<file path="src/rtl/csa_pkg.sv">
// Shared types and helpers for the nibble-serial carry-select adder controller.
package csa_pkg;

    localparam int SLICE_W = 4;

    typedef enum logic [1:0] {
        IDLE = 2'd0,
        RUN  = 2'd1,
        DONE = 2'd2
    } csa_state_e;

    function automatic int nslice(input int width);
        return width / SLICE_W;
    endfunction

endpackage

</file>
<file path="src/rtl/csa_seq_adder_ctrl_if.sv">
// Operand/result handshake bundle between producer, adder controller and consumer.
// valid/ready: a transfer happens on a rising edge where both are high; the
// sender holds its payload and valid steady until that edge.
interface csa_seq_adder_ctrl_if #(
    parameter int WIDTH = 16
);
    logic             in_valid;
    logic             in_ready;
    logic [WIDTH-1:0] a;
    logic [WIDTH-1:0] b;
    logic             cin;
    logic             sub;
    logic             out_valid;
    logic             out_ready;
    logic [WIDTH-1:0] sum;
    logic             cout;
    logic             ovf;
    logic             busy;

    modport master (
        output in_valid, a, b, cin, sub, out_ready,
        input  in_ready, out_valid, sum, cout, ovf, busy
    );

    modport slave (
        input  in_valid, a, b, cin, sub, out_ready,
        output in_ready, out_valid, sum, cout, ovf, busy
    );
endinterface

</file>
<file path="src/rtl/csa_slice4.sv">
// Combinational 4-bit carry-select slice: two ripple chains (carry-in 0 and 1)
// with the real carry-in picking the result.
module csa_slice4
    import csa_pkg::*;
(
    input  logic [SLICE_W-1:0] a,
    input  logic [SLICE_W-1:0] b,
    input  logic               cin,
    output logic [SLICE_W-1:0] s,
    output logic               cout
);
    logic [SLICE_W-1:0] s0;
    logic [SLICE_W-1:0] s1;
    logic               c0;
    logic               c1;

    always_comb begin
        s0 = '0;
        s1 = '0;
        c0 = 1'b0;
        c1 = 1'b1;
        for (int i = 0; i < SLICE_W; i++) begin
            s0[i] = a[i] ^ b[i] ^ c0;
            c0    = (a[i] & b[i]) | (c0 & (a[i] ^ b[i]));
            s1[i] = a[i] ^ b[i] ^ c1;
            c1    = (a[i] & b[i]) | (c1 & (a[i] ^ b[i]));
        end
    end

    assign s    = cin ? s1 : s0;
    assign cout = cin ? c1 : c0;

endmodule

</file>
<file path="src/rtl/csa_seq_adder_ctrl.sv">
// Multi-cycle add/subtract controller: one carry-select nibble slice is stepped
// across the operands LSB-first, with the inter-nibble carry kept in a register.
module csa_seq_adder_ctrl
    import csa_pkg::*;
#(
    parameter int WIDTH = 16
) (
    input  logic                 clk,
    input  logic                 rst,
    csa_seq_adder_ctrl_if.slave  bus,
    output csa_state_e           state_o
);
    localparam int NSLICE = nslice(WIDTH);
    localparam int IDX_W  = (NSLICE > 1) ? $clog2(NSLICE) : 1;

    generate
        if ((WIDTH < SLICE_W) || ((WIDTH % SLICE_W) != 0)) begin : g_bad_width
            $error("csa_seq_adder_ctrl: WIDTH must be a positive multiple of 4");
        end
    endgenerate

    csa_state_e       state_q;
    logic [IDX_W-1:0] idx_q;
    logic [WIDTH-1:0] a_q;
    logic [WIDTH-1:0] b_q;
    logic             carry_q;
    logic [WIDTH-1:0] sum_q;
    logic             cout_q;
    logic             ovf_q;
    logic             in_ready_q;
    logic             out_valid_q;
    logic             busy_q;

    logic [SLICE_W-1:0] a_nib;
    logic [SLICE_W-1:0] b_nib;
    logic [SLICE_W-1:0] slice_s;
    logic               slice_co;
    logic               last_nib;

    assign a_nib    = a_q[SLICE_W*idx_q +: SLICE_W];
    assign b_nib    = b_q[SLICE_W*idx_q +: SLICE_W];
    assign last_nib = (idx_q == IDX_W'(NSLICE - 1));

    csa_slice4 u_slice (
        .a    (a_nib),
        .b    (b_nib),
        .cin  (carry_q),
        .s    (slice_s),
        .cout (slice_co)
    );

    always_ff @(posedge clk) begin
        if (rst) begin
            state_q     <= IDLE;
            idx_q       <= '0;
            a_q         <= '0;
            b_q         <= '0;
            carry_q     <= 1'b0;
            sum_q       <= '0;
            cout_q      <= 1'b0;
            ovf_q       <= 1'b0;
            in_ready_q  <= 1'b1;
            out_valid_q <= 1'b0;
            busy_q      <= 1'b0;
        end else begin
            case (state_q)
                IDLE: begin
                    if (bus.in_valid && in_ready_q) begin
                        // Subtraction is A + ~B + 1, so B is inverted once here.
                        a_q        <= bus.a;
                        b_q        <= bus.b ^ {WIDTH{bus.sub}};
                        carry_q    <= bus.sub | bus.cin;
                        idx_q      <= '0;
                        in_ready_q <= 1'b0;
                        busy_q     <= 1'b1;
                        state_q    <= RUN;
                    end
                end
                RUN: begin
                    sum_q[SLICE_W*idx_q +: SLICE_W] <= slice_s;
                    carry_q <= slice_co;
                    if (last_nib) begin
                        idx_q       <= '0;
                        cout_q      <= slice_co;
                        ovf_q       <= (a_q[WIDTH-1] == b_q[WIDTH-1]) &&
                                       (slice_s[SLICE_W-1] != a_q[WIDTH-1]);
                        out_valid_q <= 1'b1;
                        state_q     <= DONE;
                    end else begin
                        idx_q <= idx_q + 1'b1;
                    end
                end
                DONE: begin
                    // in_ready rises only after the result handshake edge.
                    if (bus.out_ready) begin
                        out_valid_q <= 1'b0;
                        busy_q      <= 1'b0;
                        in_ready_q  <= 1'b1;
                        state_q     <= IDLE;
                    end
                end
                default: begin
                    state_q     <= IDLE;
                    idx_q       <= '0;
                    out_valid_q <= 1'b0;
                    busy_q      <= 1'b0;
                    in_ready_q  <= 1'b1;
                end
            endcase
        end
    end

    assign bus.in_ready  = in_ready_q;
    assign bus.out_valid = out_valid_q;
    assign bus.sum       = sum_q;
    assign bus.cout      = cout_q;
    assign bus.ovf       = ovf_q;
    assign bus.busy      = busy_q;
    assign state_o       = state_q;

endmodule

</file>
<file path="src/flat_wrapper.sv">
// flat-port wrapper written by rule: the top's interface ports become plain ports
module csa_seq_adder_ctrl_flat import csa_pkg::*;
#(
    parameter int WIDTH = 16
)
  (clk, rst, state_o, bus_in_valid, bus_a, bus_b, bus_cin, bus_sub, bus_out_ready, bus_in_ready, bus_out_valid, bus_sum, bus_cout, bus_ovf, bus_busy);
  csa_seq_adder_ctrl_if #(.WIDTH(WIDTH)) bus_i ();
  input  logic clk;
  input  logic rst;
  output csa_state_e state_o;
  input wire logic [$bits(bus_i.in_valid)-1:0] bus_in_valid;
  input wire logic [$bits(bus_i.a)-1:0] bus_a;
  input wire logic [$bits(bus_i.b)-1:0] bus_b;
  input wire logic [$bits(bus_i.cin)-1:0] bus_cin;
  input wire logic [$bits(bus_i.sub)-1:0] bus_sub;
  input wire logic [$bits(bus_i.out_ready)-1:0] bus_out_ready;
  output wire logic [$bits(bus_i.in_ready)-1:0] bus_in_ready;
  output wire logic [$bits(bus_i.out_valid)-1:0] bus_out_valid;
  output wire logic [$bits(bus_i.sum)-1:0] bus_sum;
  output wire logic [$bits(bus_i.cout)-1:0] bus_cout;
  output wire logic [$bits(bus_i.ovf)-1:0] bus_ovf;
  output wire logic [$bits(bus_i.busy)-1:0] bus_busy;
  assign bus_i.in_valid = bus_in_valid;
  assign bus_i.a = bus_a;
  assign bus_i.b = bus_b;
  assign bus_i.cin = bus_cin;
  assign bus_i.sub = bus_sub;
  assign bus_i.out_ready = bus_out_ready;
  assign bus_in_ready = bus_i.in_ready;
  assign bus_out_valid = bus_i.out_valid;
  assign bus_sum = bus_i.sum;
  assign bus_cout = bus_i.cout;
  assign bus_ovf = bus_i.ovf;
  assign bus_busy = bus_i.busy;
  csa_seq_adder_ctrl #(.WIDTH(WIDTH)) u_core (.clk(clk), .rst(rst), .bus(bus_i), .state_o(state_o));
endmodule
</file>
<file path="config.mk">
export PLATFORM = sky130hd
export DESIGN_NAME = csa_seq_adder_ctrl_flat
export DESIGN_NICKNAME = d
export VERILOG_FILES = /design/src/rtl/csa_pkg.sv /design/src/rtl/csa_seq_adder_ctrl_if.sv /design/src/rtl/csa_slice4.sv /design/src/rtl/csa_seq_adder_ctrl.sv /design/src/flat_wrapper.sv
export SDC_FILE = /design/constraint.sdc
export NUM_CORES = 1
export LEC_CHECK = 0
export BUFFER_PORTS_ARGS = -buffer_cell sky130_fd_sc_hd__buf_2
export CAP_MARGIN = 10
export CORE_ASPECT_RATIO = 1.2
export CORE_MARGIN = 5
export CORE_UTILIZATION = 54
export DETAILED_ROUTE_END_ITERATION = 8
export PLACE_DENSITY = 0.77
export SYNTH_ARGS = -nofsm -noshare
export SYNTH_HDL_FRONTEND = slang
export SYNTH_SLANG_ARGS = --single-unit
</file>
<file path="constraint.sdc">
create_clock -name clk -period 3.7 [get_ports clk]
set_input_delay 0.185 -clock clk [delete_from_list [all_inputs] [get_ports clk]]
set_output_delay 0.185 -clock clk [all_outputs]
set_load 0.01 [all_outputs]
</file>
Word level (Yosys, flattened, before mapping)
Index checks and enable logic that the tools add are counted. Widths: inputs -> output; s select.

Bits in registers: 58. Output and inout bits: 23. Input port bits: 38.

Equal/unequal tests: 8. Multiplexer cells: 20. $add $sub $neg: 2. Shifts and indexed selects: 4. Bitwise logic cells: 33. Reduce and logical (&&, ||, !) cells: 11.

Operators with widths (number): $neg 4->34 (1); $shift 4x34->16 const A (1); $shiftx 4x34->16 (1); $shiftx 16x5->4 (2); $bwmux 16 (1); $xor 16x16->16 (1); $pmux 2 s3 (2); $and 1x1->1 (10); $mux 2 (5); $xor 1x1->1 (10); $pmux 1 s3 (3); $reduce_and 3->1 (3); $or 1x1->1 (8); $reduce_and 2->1 (4); $mux 1 (7); $eq 2x2->1 const B (2); $mux 4 (1); $ne 2x1->1 const B (2); $not 1->1 (4); $add 2x1->2 const B (1); $eq 2x1->1 const B (1); $logic_and 1x1->1 (2); $logic_not 2->1 (1); $ne 2x2->1 const B (1); 4 further kinds (4).

Logic depth before layout (Yosys ltp)
Gate-level depths: netlist (run 1).

Depth after elaboration: 11. Depth in mapped cells: 13. Mapped depth without buffers: 12.

Cells and area by module
From an unflattened synthesis (run 1), not the netlist that was laid out.

Cell total of the unflattened synthesis: 301. Area, all modules: 2757.6 µm².

By module, submodules not included: csa_seq_adder_ctrl (cells each 282, times used 1, sequential area each 1161.1 µm², area each 2613.8 µm²); csa_slice4 (cells each 19, times used 1, sequential area each 0.0 µm², area each 143.9 µm²).

Worst setup path after synthesis (run 1)
Ideal clock, no wire load.

Path type: register to register. From: register u_core.idx_q[0]. To: register u_core.ovf_q, in the netlist u_core.bus.ovf. Cell stages (with the launch flop): 14. Path slack: 663 ps. Setup time: 132 ps. Period minus slack after synthesis: 3037 ps. Required time: 3568 ps. Arrival time: 2905 ps. Path through: dfxtp_1 buf_2 mux4_2 inv_1 ha_1 inv_1 mux2i_1 fa_1 fa_1 inv_1 fa_1 nor2b_1 a221oi_1 nor3_1.

Longest elaborated chain between the ends: 11. Elaborated cells between the ends (all ways): 25. Those cells by class: 2 x eq/ne; 2 x shift; 1 x mux; 18 x bitwise; 2 x reduce/logical.

RTL lines: start: declaration (line csa_seq_adder_ctrl.sv:23) `logic [IDX_W-1:0] idx_q;`; start signal: assignment (line csa_seq_adder_ctrl.sv:90) `idx_q <= idx_q + 1'b1;`; $shiftx 16x5->4 (on tied branches) (line csa_seq_adder_ctrl.sv:40, csa_seq_adder_ctrl.sv:41); $and 1x1->1 / $xor 1x1->1 (equally long branches) (line csa_slice4.sv:24, csa_slice4.sv:26); $or 1x1->1 (line csa_slice4.sv:26) `c1 = (a[i] & b[i]) | (c1 & (a[i] ^ b[i]));`; $and 1x1->1 (line csa_slice4.sv:26); $or 1x1->1 (line csa_slice4.sv:26); $and 1x1->1 (line csa_slice4.sv:26); $or 1x1->1 (line csa_slice4.sv:26); $xor 1x1->1 (line csa_slice4.sv:25) `s1[i] = a[i] ^ b[i] ^ c1;`; $mux 4 (line csa_slice4.sv:30) `assign s = cin ? s1 : s0;`; $ne 1x1->1 (line csa_seq_adder_ctrl.sv:86) `(slice_s[SLICE_W-1] != a_q[WIDTH-1]);`; $logic_and 1x1->1 (line csa_seq_adder_ctrl.sv:85) `ovf_q <= (a_q[WIDTH-1] == b_q[WIDTH-1]) &&`; end signal: assignment (line csa_seq_adder_ctrl.sv:85); end: declaration (line csa_seq_adder_ctrl.sv:29) `logic ovf_q;`.

Several ways; a longest one is shown, not always the timed one. A chain may end at the register's enable or synchronous reset.

Worst setup path in the final report (run 1)
Ends and elaborated chain as after synthesis.

==> impl_metrics.tcl, run 1 <==
set metrics [dict create \
    synth_edf_count 0 \
    io_pins 61 \
    grt_usage_pct 17.8 \
    rsz0062_at_grt "no" \
    firstDrtPassIters 4 \
    tritoncts "done" \
    cp_data_arrival_time_ps 3330 \
    grt_pass1_wl_mm 9.60 \
    fmaxAchievable_mhz 320 \
    slew_headroom_pct 51.7 \
    drt_wl_total_mm 5.79 \
    initial_core_util_pct 56.4 \
    avgViaCountPerCell 5.37 \
    finalInstanceArea_um2 3270 \
    clock_path_buffers 2 \
    grt_max_degree 50 \
    place_congestion 0.805 \
    async_flop_share_pct 0 \
    crit_path_end_kind "flop" \
    chipWidth_um 76.0 \
    layout-drive-gt1-share_pct 27.0 \
    final-hold-violation-count 0 \
    clkTransAtPathRegs_ps 60 \
    routedWlPerCell_um 13.8 \
    status "finished, final reports clean" \
    nNetsFinal 403 \
    clock_sinks 58 \
    synth_seq_area_share_pct 41.1 \
    vias 2250 \
    dieArea_um2 6790 \
    powerDensity_nw_per_um2 433 \
    drt-initial-drc-count 127 \
    synth.cell_area_um2 2830 \
    post_cts_buffers 0 \
    synth-seq-cells 58 \
    htree_levels 3 \
    ant_nets 0 \
    leakagePower_nw 1.29 \
    synthCells 301 \
    rows 28 \
    syn_to_final_growth_pct 15.6 \
    synth_nets 350 \
    irDropWorstVdd_v 0.000276 \
    synth_warnings 0 \
    cts_made_buffers 9 \
    skew_ps 8.55 \
    postPlaceCellArea_um2 3100 \
    start_kind "flop" \
    hp-class "in2reg" \
    die_y_um 89.3 \
    hpwl_mm 4.23 \
    finalCritPeriodShare_pct 84.5 \
    final.fill_count 418 \
    worst-slew-pin-transition_ps 721 \
    cts.repair.resized 0 \
    grt-ovfl-total 0 \
    n_antenna_cell 0 \
    fin_util_pct 65.2 \
    p_total_mw 1.41 \
    coreArea_um2 5010 \
    final_max_slew_viol_count 0 \
    maxCapViolations 0 \
    cts-root-buf "clkbuf_8" \
    ys.flop_type "dfxtp_1" \
    avgSynthCellArea_um2 9.39 \
    drcViolationCount 0 \
    synth_cell_types 41 \
    most-common-layout-cells "buf_2, dfxtp_1, nand2_1" \
    grt_pass1_vias 2087 \
    crit_type "reg2reg" \
    finalSetupTns_ps 0 \
    postCtsHoldBufs 0 \
    portBuffers 60 \
    setup-violations-final 0 \
    insertion_delay_ps 340 \
    final_common_cell "buf_2" \
    period_needed_ps 3130 \
    crit_fanout 6 \
    cp.required_ps 3900 \
    antenna_found_initial 0 \
]
[critical path, stage by stage (launching register included)]
cell	delay [ps]
dfxtp_1	540
mux4_2	580
inv_1	80
ha_1	140
inv_1	40
mux2i_1	160
fa_1	210
fa_1	160
inv_1	50
fa_1	590
nor2b_1	70
a221oi_1	300
nor3_1	80
[cells in the mapped netlist, types with 2 or more instances]
cell | count | share of area (%)
a211oi_2 | 10 | 4.4
buf_1 | 4 | 0.53
buf_6 | 3 | 1.2
buf_4 | 2 | 0.53
mux2i_1 | 2 | 0.71
o32ai_1 | 8 | 2.5
o21ai_0 | 3 | 0.53
fa_1 | 3 | 2.1
nand3_1 | 4 | 0.71
a211oi_1 | 6 | 1.6
nor2b_1 | 5 | 1.1
nand2b_1 | 3 | 0.66
a21oi_1 | 29 | 5.1
inv_1 | 15 | 2.0
nand2_1 | 47 | 6.2
nand4b_1 | 4 | 1.2
and2_1 | 2 | 0.44
mux4_2 | 8 | 6.4
nand3b_1 | 6 | 1.6
buf_2 | 10 | 1.8
nor2_1 | 23 | 3.1
nor3_1 | 2 | 0.35
xnor2_1 | 16 | 5.0
nand4_1 | 4 | 0.89
clkbuf_1 | 2 | 0.27
dfxtp_1 | 58 | 41
ha_1 | 8 | 3.5
[metal layers]
| metal | wire (um) | vias to the layer above | track usage [%] | share of wire, % |
|---|---|---|---|---|
| met4 | 125 | 0 | 9.87 | 2.2 |
| met2 | 2750 | 55 | 28.6 | 48 |
| met1 | 2620 | 1028 | 21.8 | 45 |
| met5 | 0 | - | 0 | 0 |
| met3 | 294 | 13 | 4.74 | 5.1 |
| li1 | - | 1154 | - | - |
[power breakdown]
| group | switching [mW] | total [mW] | internal (mW) |
|---|---|---|---|
| logic | 0.127 | 0.232 | 0.105 |
| clock network | 0.234 | 0.492 | 0.258 |
| registers | 0.0280 | 0.690 | 0.662 |
| total | 0.389 | 1.41 | 1.02 |
[area by class of cell]
| cell class | count | area (um2) | area share [%] |
|---|---|---|---|
| repair buffers | 63 | 323 | 9.88 |
| well taps | 60 | 75.1 | 2.30 |
| clock inverters | 3 | 15.0 | 0.460 |
| inverters | 16 | 60.1 | 1.84 |
| clock buffers | 13 | 149 | 4.56 |
| multi-input cells | 206 | 1480 | 45.4 |
| flip-flops and latches | 58 | 1160 | 35.5 |
[metrics by stage]
| stage | std cells | setup slack (ps) | hold WS, ps |
|---|---|---|---|
| global route | 419 | 358 | 88.4 |
| global placement | 403 | 704 | 427 |
| finish | 419 | 574 | 82.7 |
| detailed placement | 403 | 571 | 430 |
| floorplan | 301 | 663 | 321 |
| CTS | 419 | 549 | 67.3 |
[cells by family (layout without fill, tap and decap cells)]
group / count (synthesis) / after routing / synth area share (%)
simple gates: 107 / 107 / 18.6
compound gates: 60 / 60 / 15.4
flops: 58 / 58 / 41.1
buf+inv: 37 / 95 / 6.42
xor+xnor: 17 / 17 / 5.27
fa+ha+maj: 11 / 11 / 5.67
mux: 11 / 11 / 7.48
[state kept, by name (all words and copies together), names as in the netlist]
register,flops
u_core.bus.in_ready,1
u_core.bus.out_valid,1
u_core.bus.busy,1
u_core.carry_q,1
u_core.a_q,16
u_core.idx_q,2
u_core.bus.cout,1
u_core.bus.sum,16
u_core.bus.ovf,1
u_core.b_q,16
u_core.state_o,2
[final timing paths]
kind | from | end | slack (ps) | depth (start not counted)
worst max register to register | u_core.idx_q[0] | u_core.bus.ovf | 570 | 12
worst min-delay path | bus_a[12] | u_core.a_q[12] | 80 | 3
worst min register to register | u_core.bus.sum[14] | u_core.bus.sum[14] | 450 | 2
worst max-delay path | u_core.idx_q[0] | u_core.bus.ovf | 570 | 12
(Power assumes the default switching activity.)
==> run 2, diff against run 1 <==
ABC_AREA = 1   (was unset)
clock period = 2.9 ns   (was 3.7 ns; I/O delays follow)
==> impl_metrics.tcl, run 2 <==
set metrics [dict create \
    setup-violations-final 0 \
    clock_sinks 58 \
    powerDensity_nw_per_um2 639 \
    grt_pass1_vias 2421 \
    dp_slack_ps 7.29 \
    htree_levels 3 \
    avgSynthCellArea_um2 7.46 \
    irDropWorstVdd_v 0.000412 \
    synth_edf_count 0 \
    leakagePower_nw 1.55 \
    combPwrFrac_pct 18.4 \
    synth_cell_types 32 \
    finalInstanceArea_um2 3460 \
    die_y_um 89.2 \
    cts_made_buffers 9 \
    synth_nets 427 \
    slowest_stage "fa_2" \
    slowest_delay_ps 470 \
    vias 2591 \
    final_max_slew_viol_count 0 \
    drt_wl_total_mm 6.56 \
    avgViaCountPerCell 5.12 \
    dieArea_um2 6780 \
    switching_share_pct 28.2 \
    synth_warnings 0 \
    ant_nets 0 \
    antenna_found_initial 0 \
    crit_fanout 8 \
    coreArea_um2 5010 \
    place_congestion 0.856 \
    final_common_cell "nand2_1" \
    synthTopCellsByArea "dfxtp_1, nand2_1, a21oi_1" \
    worstPathCellList "inv_6, nand2_1, nand3_1, and2_4, inv_1, ha_2, nand2_1, o21ai_2, fa_2, fa_2, inv_2, fa_2, nand2_2, nor2_2, nand2_1, a21oi_1" \
    p_clk_share_pct 41.1 \
    crit_path_end_kind "flop" \
    drcViolationCount 0 \
    portBuffers 60 \
    async_flop_share_pct 0 \
    fin_cells 506 \
    worst_slack_ps 124 \
    rows 28 \
    chipWidth_um 76.0 \
    hp-class "in2reg" \
    switchingPower_uw 624 \
    postCtsHoldBufs 0 \
    routedWlPerCell_um 13.0 \
    intPower_mw 1.59 \
    fmaxAchievable_mhz 360 \
    most-common-layout-cells "nand2_1, buf_2, dfxtp_1" \
    period_needed_ps 2780 \
    dp.cells 489 \
    seqPwrFrac_pct 40.5 \
    tritoncts "done" \
    layout-drive-gt1-share_pct 26.5 \
    yosys.area.top_type "dfxtp_1" \
    synth_seq_area_share_pct 41.2 \
    cp.required_ps 3120 \
    firstDrtPassIters 4 \
    n_antenna_cell 0 \
    crit_type "reg2reg" \
    synthCells 378 \
    multiInputGateArea_um2 1480 \
    synth.cell_area_um2 2820 \
    clock_path_buffers 2 \
    ys.flop_type "dfxtp_1" \
    final.fill_count 429 \
    postPlaceCellArea_um2 3150 \
    final-hold-violation-count 0 \
    worst-slew-pin-transition_ps 679 \
    io_pins 61 \
    start_kind "flop" \
    initial_core_util_pct 56.3 \
    finalCritPeriodShare_pct 95.7 \
    syn_to_final_growth_pct 22.6 \
    insertion_delay_ps 350 \
    clkTransAtPathRegs_ps 70 \
    cp_data_arrival_time_ps 3000 \
    netlist.area_leader.share_pct 41.2 \
    cts-root-buf "clkbuf_8" \
    grt_pass1_wl_mm 10.8 \
    nNetsFinal 490 \
    grt_usage_pct 20.1 \
    slew_headroom_pct 54.7 \
    final-seq-area_um2 1170 \
    skew_ps 10.0 \
    yosys.cell_count.top_type "nand2_1" \
    synthTopCellsByCount "nand2_1, dfxtp_1, nor2_1" \
    grt-ovfl-total 0 \
    synth-seq-cells 58 \
    status "finished, final reports clean" \
    maxCapViolations 0 \
    hpwl_mm 4.70 \
    grt_max_degree 40 \
    drt-initial-drc-count 110 \
]
run 2: cell count changes after synthesis, moves of 8 or more:
| cell | delta |
|---|---|
| o21ai_0 | +37 |
| nor2_1 | +33 |
| nand2_1 | +31 |
| xnor2_1 | -16 |
| xor2_1 | +15 |
| a21oi_1 | +13 |
| inv_1 | +11 |
| a211oi_2 | -10 |
| mux4_2 | -8 |
| o32ai_1 | -8 |
run 2: layout make-up:
class | instances | share of cell area (%)
Sequential cell | 58 | 33.7
Clock buffer | 9 | 3.58
Tap cell | 60 | 2.17
Inverter | 30 | 3.58
Multi-Input combinational cell | 272 | 42.7
Timing Repair Buffer | 70 | 10.9
Clock inverter | 7 | 3.40
run 2: logic make-up (layout without fill, tap and decap cells):
kind of cell / after synthesis / in the layout / share of synthesized area [%]
XOR/XNOR: 16 / 16 / 4.97
flip-flops: 58 / 58 / 41.2
AND/OR/NAND/NOR: 156 / 156 / 23.6
AO/OA/AOI/OAI: 89 / 89 / 16.4
adder cells (fa/ha/maj): 11 / 11 / 5.68
buffers and inverters: 48 / 116 / 8.16
run 2: metal layers:
layer,global-route usage (%),share of wire [%],up-vias
li1,-,-,1340
met4,10.0,2.1,0
met3,4.74,4.9,13
met1,21.9,42,1185
met2,36.8,51,53
met5,0,0,-
run 2: power by group through the flow:
stage	combinational (mW)	clock (mW)	sequential, mW
floorplan	0.284	0	0.905
global placement	0.366	0	0.910
detailed placement	0.376	0	0.912
CTS	0.380	0.912	0.894
global route	0.461	0.958	0.905
finish	0.407	0.908	0.896
run 2: worst max-delay path, delay by kind of cell, from the launching register on:
family / cells / cell delay (ps)
and+or+nand+nor: 7 / 540
buffers and inverters: 3 / 190
AOI/OAI and AO/OA: 2 / 110
adders and majority gates: 4 / 1410
DFF: 1 / 380
run 2: path summary, 6_finish.rpt:
check / slack [ps] / end / start / cells past startpoint
worst max register to register: 120 / u_core.bus.sum[7] / u_core.idx_q[0] / 16
worst min-delay path: 40 / u_core.a_q[9] / bus_a[9] / 3
worst max-delay path: 120 / u_core.bus.sum[7] / u_core.idx_q[0] / 16
worst min register to register: 450 / u_core.bus.out_valid / u_core.bus.out_valid / 2
run 2: timing repair:
action                                  in CTS  in global routing
endpoints found under the setup margin       0                  5
buffers inserted                             0                  1
resized for setup                            0                 22
run 2: through the flow:
stage | power, mW | utilization, % | hold slack, ps | TNS (ps)
floorplan | 1.19 | - | 214 | 0
global placement | 1.28 | 62.9 | 396 | 0
global route | 2.32 | 69.0 | 62.4 | -102
detailed placement | 1.29 | 62.9 | 403 | 0
CTS | 2.19 | 67.8 | 42.2 | 0
finish | 2.21 | 69.0 | 43.7 | 0
